===== src/rtl/hazard_ctrl_if.sv =====
// Pipeline hazard-control bundle: ID/EX/MEM status in, stall/flush enables and perf counters out.
// The pipeline side uses the master modport; hazard_ctrl uses the slave modport.
interface hazard_ctrl_if;
  logic [4:0]  id_rs1_addr;
  logic [4:0]  id_rs2_addr;
  logic        id_uses_rs1;
  logic        id_uses_rs2;
  logic [4:0]  ex_rd_addr;
  logic        ex_mem_read_en;
  logic        ex_redirect;
  logic        mem_req;
  logic        mem_ready;
  logic        pc_stall;
  logic        if_id_stall;
  logic        if_id_flush;
  logic        id_ex_stall;
  logic        id_ex_flush;
  logic        ex_mem_stall;
  logic        mem_timeout;
  logic [31:0] perf_stall_cnt;
  logic [31:0] perf_flush_cnt;

  modport master (
    output id_rs1_addr, id_rs2_addr, id_uses_rs1, id_uses_rs2,
    output ex_rd_addr, ex_mem_read_en, ex_redirect, mem_req, mem_ready,
    input  pc_stall, if_id_stall, if_id_flush, id_ex_stall, id_ex_flush,
    input  ex_mem_stall, mem_timeout, perf_stall_cnt, perf_flush_cnt
  );

  modport slave (
    input  id_rs1_addr, id_rs2_addr, id_uses_rs1, id_uses_rs2,
    input  ex_rd_addr, ex_mem_read_en, ex_redirect, mem_req, mem_ready,
    output pc_stall, if_id_stall, if_id_flush, id_ex_stall, id_ex_flush,
    output ex_mem_stall, mem_timeout, perf_stall_cnt, perf_flush_cnt
  );
endinterface


===== src/rtl/hazard_ctrl.sv =====
// 5-stage pipeline sequencing controller: load-use stall, redirect squash, memory-wait freeze.
// Optional performance counters are built when HAZARD_CTRL_PERF_EN is defined.
module hazard_ctrl #(
  parameter int unsigned FLUSH_CYCLES = 2,
  parameter int unsigned MEM_TIMEOUT  = 16
) (
  input logic         clk,
  input logic         rst_n,
  hazard_ctrl_if.slave hz
);

  localparam int unsigned FCW = (FLUSH_CYCLES > 1) ? $clog2(FLUSH_CYCLES) : 1;
  localparam int unsigned WCW = $clog2(MEM_TIMEOUT + 1);

  typedef enum logic [1:0] {RUN, MEM_WAIT, REDIRECT} state_t;

  state_t           state_q, state_d;
  logic [FCW-1:0]   flush_q, flush_d;
  logic [WCW-1:0]   wait_q, wait_d;
  logic             timeout_q, timeout_set;
  logic             mem_wait, load_use;
  logic             pc_stall_c, if_id_stall_c, if_id_flush_c;
  logic             id_ex_stall_c, id_ex_flush_c, ex_mem_stall_c;

  assign mem_wait = hz.mem_req & ~hz.mem_ready;
  assign load_use = hz.ex_mem_read_en & (hz.ex_rd_addr != 5'd0) &
                    ((hz.id_uses_rs1 & (hz.id_rs1_addr == hz.ex_rd_addr)) |
                     (hz.id_uses_rs2 & (hz.id_rs2_addr == hz.ex_rd_addr)));

  always_comb begin
    state_d        = state_q;
    flush_d        = flush_q;
    wait_d         = '0;
    timeout_set    = 1'b0;
    pc_stall_c     = 1'b0;
    if_id_stall_c  = 1'b0;
    if_id_flush_c  = 1'b0;
    id_ex_stall_c  = 1'b0;
    id_ex_flush_c  = 1'b0;
    ex_mem_stall_c = 1'b0;
    if (mem_wait) begin
      pc_stall_c     = 1'b1;
      if_id_stall_c  = 1'b1;
      id_ex_stall_c  = 1'b1;
      ex_mem_stall_c = 1'b1;
      state_d        = MEM_WAIT;
      wait_d         = (wait_q == WCW'(MEM_TIMEOUT)) ? wait_q : wait_q + 1'b1;
      timeout_set    = (wait_q >= WCW'(MEM_TIMEOUT - 1));
    end else if (hz.ex_redirect) begin
      if_id_flush_c = 1'b1;
      id_ex_flush_c = 1'b1;
      flush_d       = FCW'(FLUSH_CYCLES - 1);
      state_d       = (FLUSH_CYCLES > 1) ? REDIRECT : RUN;
    end else begin
      case (state_q)
        REDIRECT: begin
          if_id_flush_c = 1'b1;
          flush_d       = flush_q - 1'b1;
          state_d       = (flush_q == FCW'(1)) ? RUN : REDIRECT;
        end
        // Release cycle of a wait: a frozen redirect sequence resumes next cycle,
        // otherwise the ID/EX pair is live again and may still form a load-use hazard.
        MEM_WAIT: begin
          state_d = (flush_q != '0) ? REDIRECT : RUN;
          if (flush_q == '0 && load_use) begin
            pc_stall_c    = 1'b1;
            if_id_stall_c = 1'b1;
            id_ex_flush_c = 1'b1;
          end
        end
        default: begin
          state_d = RUN;
          if (load_use) begin
            pc_stall_c    = 1'b1;
            if_id_stall_c = 1'b1;
            id_ex_flush_c = 1'b1;
          end
        end
      endcase
    end
  end

  always_ff @(posedge clk or negedge rst_n) begin
    if (!rst_n) begin
      state_q   <= RUN;
      flush_q   <= '0;
      wait_q    <= '0;
      timeout_q <= 1'b0;
    end else begin
      state_q   <= state_d;
      flush_q   <= flush_d;
      wait_q    <= wait_d;
      timeout_q <= timeout_q | timeout_set;
    end
  end

  assign hz.pc_stall     = rst_n & pc_stall_c;
  assign hz.if_id_stall  = rst_n & if_id_stall_c;
  assign hz.if_id_flush  = rst_n & if_id_flush_c;
  assign hz.id_ex_stall  = rst_n & id_ex_stall_c;
  assign hz.id_ex_flush  = rst_n & id_ex_flush_c;
  assign hz.ex_mem_stall = rst_n & ex_mem_stall_c;
  assign hz.mem_timeout  = rst_n & (timeout_q | timeout_set);

`ifdef HAZARD_CTRL_PERF_EN
  logic [31:0] stall_cnt_q, flush_cnt_q;
  logic        stall_inc;

  assign stall_inc = pc_stall_c & ~hz.ex_redirect;

  always_ff @(posedge clk or negedge rst_n) begin
    if (!rst_n) begin
      stall_cnt_q <= '0;
      flush_cnt_q <= '0;
    end else begin
      if (stall_inc && stall_cnt_q != '1)
        stall_cnt_q <= stall_cnt_q + 32'd1;
      if (if_id_flush_c && flush_cnt_q != '1)
        flush_cnt_q <= flush_cnt_q + 32'd1;
    end
  end

  assign hz.perf_stall_cnt = stall_cnt_q;
  assign hz.perf_flush_cnt = flush_cnt_q;
`else
  assign hz.perf_stall_cnt = '0;
  assign hz.perf_flush_cnt = '0;
`endif

endmodule


===== src/flat_wrapper.sv =====
// flat-port wrapper written by rule: the top's interface ports become plain ports
module hazard_ctrl_flat 
#(
  parameter int unsigned FLUSH_CYCLES = 2,
  parameter int unsigned MEM_TIMEOUT  = 16
)
  (clk, rst_n, hz_id_rs1_addr, hz_id_rs2_addr, hz_id_uses_rs1, hz_id_uses_rs2, hz_ex_rd_addr, hz_ex_mem_read_en, hz_ex_redirect, hz_mem_req, hz_mem_ready, hz_pc_stall, hz_if_id_stall, hz_if_id_flush, hz_id_ex_stall, hz_id_ex_flush, hz_ex_mem_stall, hz_mem_timeout, hz_perf_stall_cnt, hz_perf_flush_cnt);
  hazard_ctrl_if hz_i ();
  input logic clk;
  input logic rst_n;
  input wire logic [$bits(hz_i.id_rs1_addr)-1:0] hz_id_rs1_addr;
  input wire logic [$bits(hz_i.id_rs2_addr)-1:0] hz_id_rs2_addr;
  input wire logic [$bits(hz_i.id_uses_rs1)-1:0] hz_id_uses_rs1;
  input wire logic [$bits(hz_i.id_uses_rs2)-1:0] hz_id_uses_rs2;
  input wire logic [$bits(hz_i.ex_rd_addr)-1:0] hz_ex_rd_addr;
  input wire logic [$bits(hz_i.ex_mem_read_en)-1:0] hz_ex_mem_read_en;
  input wire logic [$bits(hz_i.ex_redirect)-1:0] hz_ex_redirect;
  input wire logic [$bits(hz_i.mem_req)-1:0] hz_mem_req;
  input wire logic [$bits(hz_i.mem_ready)-1:0] hz_mem_ready;
  output wire logic [$bits(hz_i.pc_stall)-1:0] hz_pc_stall;
  output wire logic [$bits(hz_i.if_id_stall)-1:0] hz_if_id_stall;
  output wire logic [$bits(hz_i.if_id_flush)-1:0] hz_if_id_flush;
  output wire logic [$bits(hz_i.id_ex_stall)-1:0] hz_id_ex_stall;
  output wire logic [$bits(hz_i.id_ex_flush)-1:0] hz_id_ex_flush;
  output wire logic [$bits(hz_i.ex_mem_stall)-1:0] hz_ex_mem_stall;
  output wire logic [$bits(hz_i.mem_timeout)-1:0] hz_mem_timeout;
  output wire logic [$bits(hz_i.perf_stall_cnt)-1:0] hz_perf_stall_cnt;
  output wire logic [$bits(hz_i.perf_flush_cnt)-1:0] hz_perf_flush_cnt;
  assign hz_i.id_rs1_addr = hz_id_rs1_addr;
  assign hz_i.id_rs2_addr = hz_id_rs2_addr;
  assign hz_i.id_uses_rs1 = hz_id_uses_rs1;
  assign hz_i.id_uses_rs2 = hz_id_uses_rs2;
  assign hz_i.ex_rd_addr = hz_ex_rd_addr;
  assign hz_i.ex_mem_read_en = hz_ex_mem_read_en;
  assign hz_i.ex_redirect = hz_ex_redirect;
  assign hz_i.mem_req = hz_mem_req;
  assign hz_i.mem_ready = hz_mem_ready;
  assign hz_pc_stall = hz_i.pc_stall;
  assign hz_if_id_stall = hz_i.if_id_stall;
  assign hz_if_id_flush = hz_i.if_id_flush;
  assign hz_id_ex_stall = hz_i.id_ex_stall;
  assign hz_id_ex_flush = hz_i.id_ex_flush;
  assign hz_ex_mem_stall = hz_i.ex_mem_stall;
  assign hz_mem_timeout = hz_i.mem_timeout;
  assign hz_perf_stall_cnt = hz_i.perf_stall_cnt;
  assign hz_perf_flush_cnt = hz_i.perf_flush_cnt;
  hazard_ctrl #(.FLUSH_CYCLES(FLUSH_CYCLES), .MEM_TIMEOUT(MEM_TIMEOUT)) u_core (.clk(clk), .rst_n(rst_n), .hz(hz_i));
endmodule

===== config.mk =====
export PLATFORM = sky130hd
export DESIGN_NAME = hazard_ctrl_flat
export DESIGN_NICKNAME = d
export VERILOG_FILES = /design/src/rtl/hazard_ctrl_if.sv /design/src/rtl/hazard_ctrl.sv /design/src/flat_wrapper.sv
export SDC_FILE = /design/constraint.sdc
export NUM_CORES = 1
export LEC_CHECK = 0
export CORE_UTILIZATION = 36
export DETAILED_ROUTE_END_ITERATION = 16
export HOLD_SLACK_MARGIN = 0.03
export PLACE_DENSITY_LB_ADDON = 0.05
export SETUP_SLACK_MARGIN = 0.3
export SYNTH_ARGS = -nofsm -noshare
export SYNTH_HDL_FRONTEND = slang
export SYNTH_SLANG_ARGS = --single-unit

===== constraint.sdc =====
create_clock -name clk -period 2.8 [get_ports clk]
set_input_delay 0.56 -clock clk [delete_from_list [all_inputs] [get_ports clk]]
set_output_delay 0.56 -clock clk [all_outputs]
set_load 0.02 [all_outputs]

==> run summary <==
outcome -> complete, no violations
Syn. warnings -> 0
Critical R2R Launch -> u_core.wait_q[0]
compound-gate portion of the synthesized area -> 5.84%
Site Rows -> 20
FFs w/ async S/R, synth -> 100%
met3 wire len -> 199 um
TritonCTS clock tree -> done
Post-DP Area -> 1330 um^2
Max Used Layer -> met4
Power Internal -> 0.255 mW
met2 WL -> 1220 um
crit path max-delay cell type -> clkdlybuf4s50_1
Placed Cells incl. Taps -> 220
layout cells sized above 1 -> 26.6%
CP Launch Type -> primary input
reg2reg end -> u_core.timeout_q
PortBufs -> 29
largest family of logic cells by synthesized area -> buffers and inverters
mapped cell area -> 1180 um^2
setup TNS -> 0 ps
Final Wtd Congestion -> 0.749
post-route minimum period -> 2420 ps
Hold Path Depth -> 1
diode count -> 0
setup slack, reg-to-reg -> 1370 ps
CP arrival -> 1860 ps
Final Max Tran Viols -> 0
WP depth -> 6
CTS Sinks -> 9
TritonRoute pass-1 iters -> 4
r2r worst-path depth -> 6
height of the die -> 59.2 um
first-pass GRT wire length -> 3120 um
H-tree depth -> 1
share of the synthesized area in the top cell type -> 42.0%
Pleak -> 0.770 nW
vias post-DR -> 842
wire per inst -> 9.54 um
Post-Synth Simple-Gate Area -> 12.6%
HPWL after DPL -> 1710 um
area delta synth->final -> 21.8%
largest net degree at the start of global routing -> 11
Total GRT Usage -> 12.4%
worst-path maximum fanout -> 2
Hold EP -> u_core.timeout_q
fmax -> 414 MHz
switching part of the total -> 41.6%
Tcrit/Tclk final -> 86.3%
synth top area cells -> buf_4 (42%), dfrtp_1 (19%), xor2_1 (6.7%)
CP Class -> primary input to output port
CTS buffer count -> 3
hold wc startpoint -> u_core.timeout_q
dpl ws -> -365 ps
post-route design area -> 1440 um^2
MaxCap Viol Count -> 0
Root Driver -> clkbuf_4
initial antenna violation count -> 0
Seq/Total Area, Yosys -> 19.1%
EDFF count, synth -> 0
final WL -> 2170 um
synth unique cells -> 32
multiplexer share of the synthesized area -> 2.55%
worst clock skew -> 0.790 ps
worst-case clock buffer depth -> 2
critical-path cell list -> clkdlybuf4s50_1, nand2b_4, o211ai_1, or3b_1, o22ai_2, buf_4
Logic pwr share -> 44.0%
vias in the first global route -> 723
area share of fa/ha/maj cells after synthesis -> 5.31%
gr ovfl total -> 0
post-synthesis xor/xnor area fraction -> 8.92%
Die X -> 59.2 um
critical path's top delay family -> buffers and inverters
Initial Utilization -> 38.3%
RSZ-0062 raised after global routing -> no
DRT met1 WL -> 742 um
antenna viol nets, final -> 0
Clk pwr share -> 23.4%
Worst setup EP type -> output port
crit-path max cell delay -> 450 ps
Psw -> 0.182 mW
FF+latch count, synth -> 9
Final Hold Vio Count -> 0
Max VDD drop -> 106 uV
core area -> 3080 um^2
Worst Setup Slack, final -> 382 ps
io pins -> 94
Setup violations, final -> 0
clk_lat worst skew -> 260 ps
Synth Instances -> 142
Yosys top cell by area -> buf_4
non-filler instance count after layout -> 228
crit path buf inv count -> 2
Critical Path RT -> 2240 ps
Clock transition at path regs -> 60 ps
Hold Path Class -> register to register
pwr/cell area -> 305 nW/um^2
Avg Cell Area, Syn -> 8.30 um^2
DRC viols -> 0
Die ar. -> 3510 um^2
top_reg_cell synth -> dfrtp_1
Iteration-0 DRC Markers -> 5
Seq pwr share -> 32.6%
Layout Nets -> 213
vias per std cell -> 3.69
[synthesized netlist by cell type, types with 2 or more instances]
cell	n
buf_4	66
dfrtp_1	9
inv_1	9
nor2_1	9
xor2_1	9
ha_1	5
a21oi_1	4
mux2i_1	3
xnor2_1	3
nand2_1	2
nand3_1	2
[state kept, by name, indices dropped and copies added (netlist names)]
signal,cells
u_core.state_q,2
u_core.wait_q,5
u_core.timeout_q,1
u_core.flush_q,1
[power groups by stage]
| stage | Sequential (mW) | Clock (mW) | Combinational [mW] |
|---|---|---|---|
| 2_1_floorplan | 0.144 | 0 | 0.190 |
| 3_3_place_gp | 0.145 | 0 | 0.184 |
| 3_5_place_dp | 0.145 | 0 | 0.185 |
| 4_1_cts | 0.142 | 0.108 | 0.183 |
| 5_1_grt | 0.143 | 0.116 | 0.209 |
| 6_report | 0.143 | 0.102 | 0.192 |
[logic make-up (layout without fill, tap and decap cells)]
family,after synthesis,in the layout
muxes,3,3
AOI/OAI and AO/OA,10,10
DFF,9,9
xor gates and xnor gates,12,12
adders and majority gates,5,5
buffers and inverters,76,55
and+or+nand+nor,26,26
other,1,64
[per-layer routing]
| layer | track usage [%] | up-vias |
|---|---|---|
| li1 | - | 406 |
| met3 | 4.37 | 2 |
| met5 | 0 | - |
| met1 | 12.5 | 383 |
| met4 | 4.08 | 0 |
| met2 | 23.3 | 51 |
[area by class of cell]
cell class,instances,area (um^2)
fill,339,1640
clock buffer,4,26.3
multi-input combinational,120,748
timing repair buffer,42,347
tap,44,55.1
inverter,9,33.8
sequential,9,225
[metrics by stage]
| stage | total power [mW] | util, % | hold slack [ps] |
|---|---|---|---|
| detailed placement | 0.330 | 43.1 | 445 |
| CTS | 0.433 | 44.6 | 460 |
| finish | 0.438 | 46.6 | 469 |
| global placement | 0.329 | 43.1 | 436 |
| floorplan | 0.334 | - | 264 |
| global route | 0.468 | 46.6 | 477 |
[layout by cell type, fill, tap and decap left out, drive strengths merged]
cell type and count:
o31ai 1, and2 2, inv 9, dfrtp 9, nor2 10, o21ai 1
dlygate4sd2 4, a32oi 1, nand3 2, nor4 2, and3 1, nand2 2
and4bb 1, conb 64, mux2i 3, xor2 9, o211ai 1, nand2b 1
dlymetal6s2s 2, xnor2 3, or2 1, ha 5, or3b 1, clkdlybuf4s15 2
clkdlybuf4s50 8, nand4 1, nor2b 1, buf 19, a21oi 4, o22ai 1
o2111ai 1, clkbuf 11, or4 1
[how the worst max path moves through the flow]
| stage | from | to | slack (ps) |
|---|---|---|---|
| floorplan | hz_ex_rd_addr[3] | hz_pc_stall | 410 |
| CTS | u_core.wait_q[1] | hz_mem_timeout | 290 |
| finish | hz_mem_ready | hz_id_ex_flush | 380 |
| detailed placement | hz_ex_rd_addr[2] | hz_if_id_stall | -370 |
| global route | hz_mem_ready | hz_id_ex_flush | 300 |
| global placement | hz_ex_rd_addr[3] | hz_if_id_stall | -330 |
[repair_timing]
item | 4_1_cts | 5_1_grt
hold buffers | 0 | 0
pin swaps | 6 | 14
endpoints found under the setup margin | 7 | 6
gates resized for setup | 40 | 41
buffers inserted | 3 | 1
Note: power is estimated with default switching activity, not from simulation.
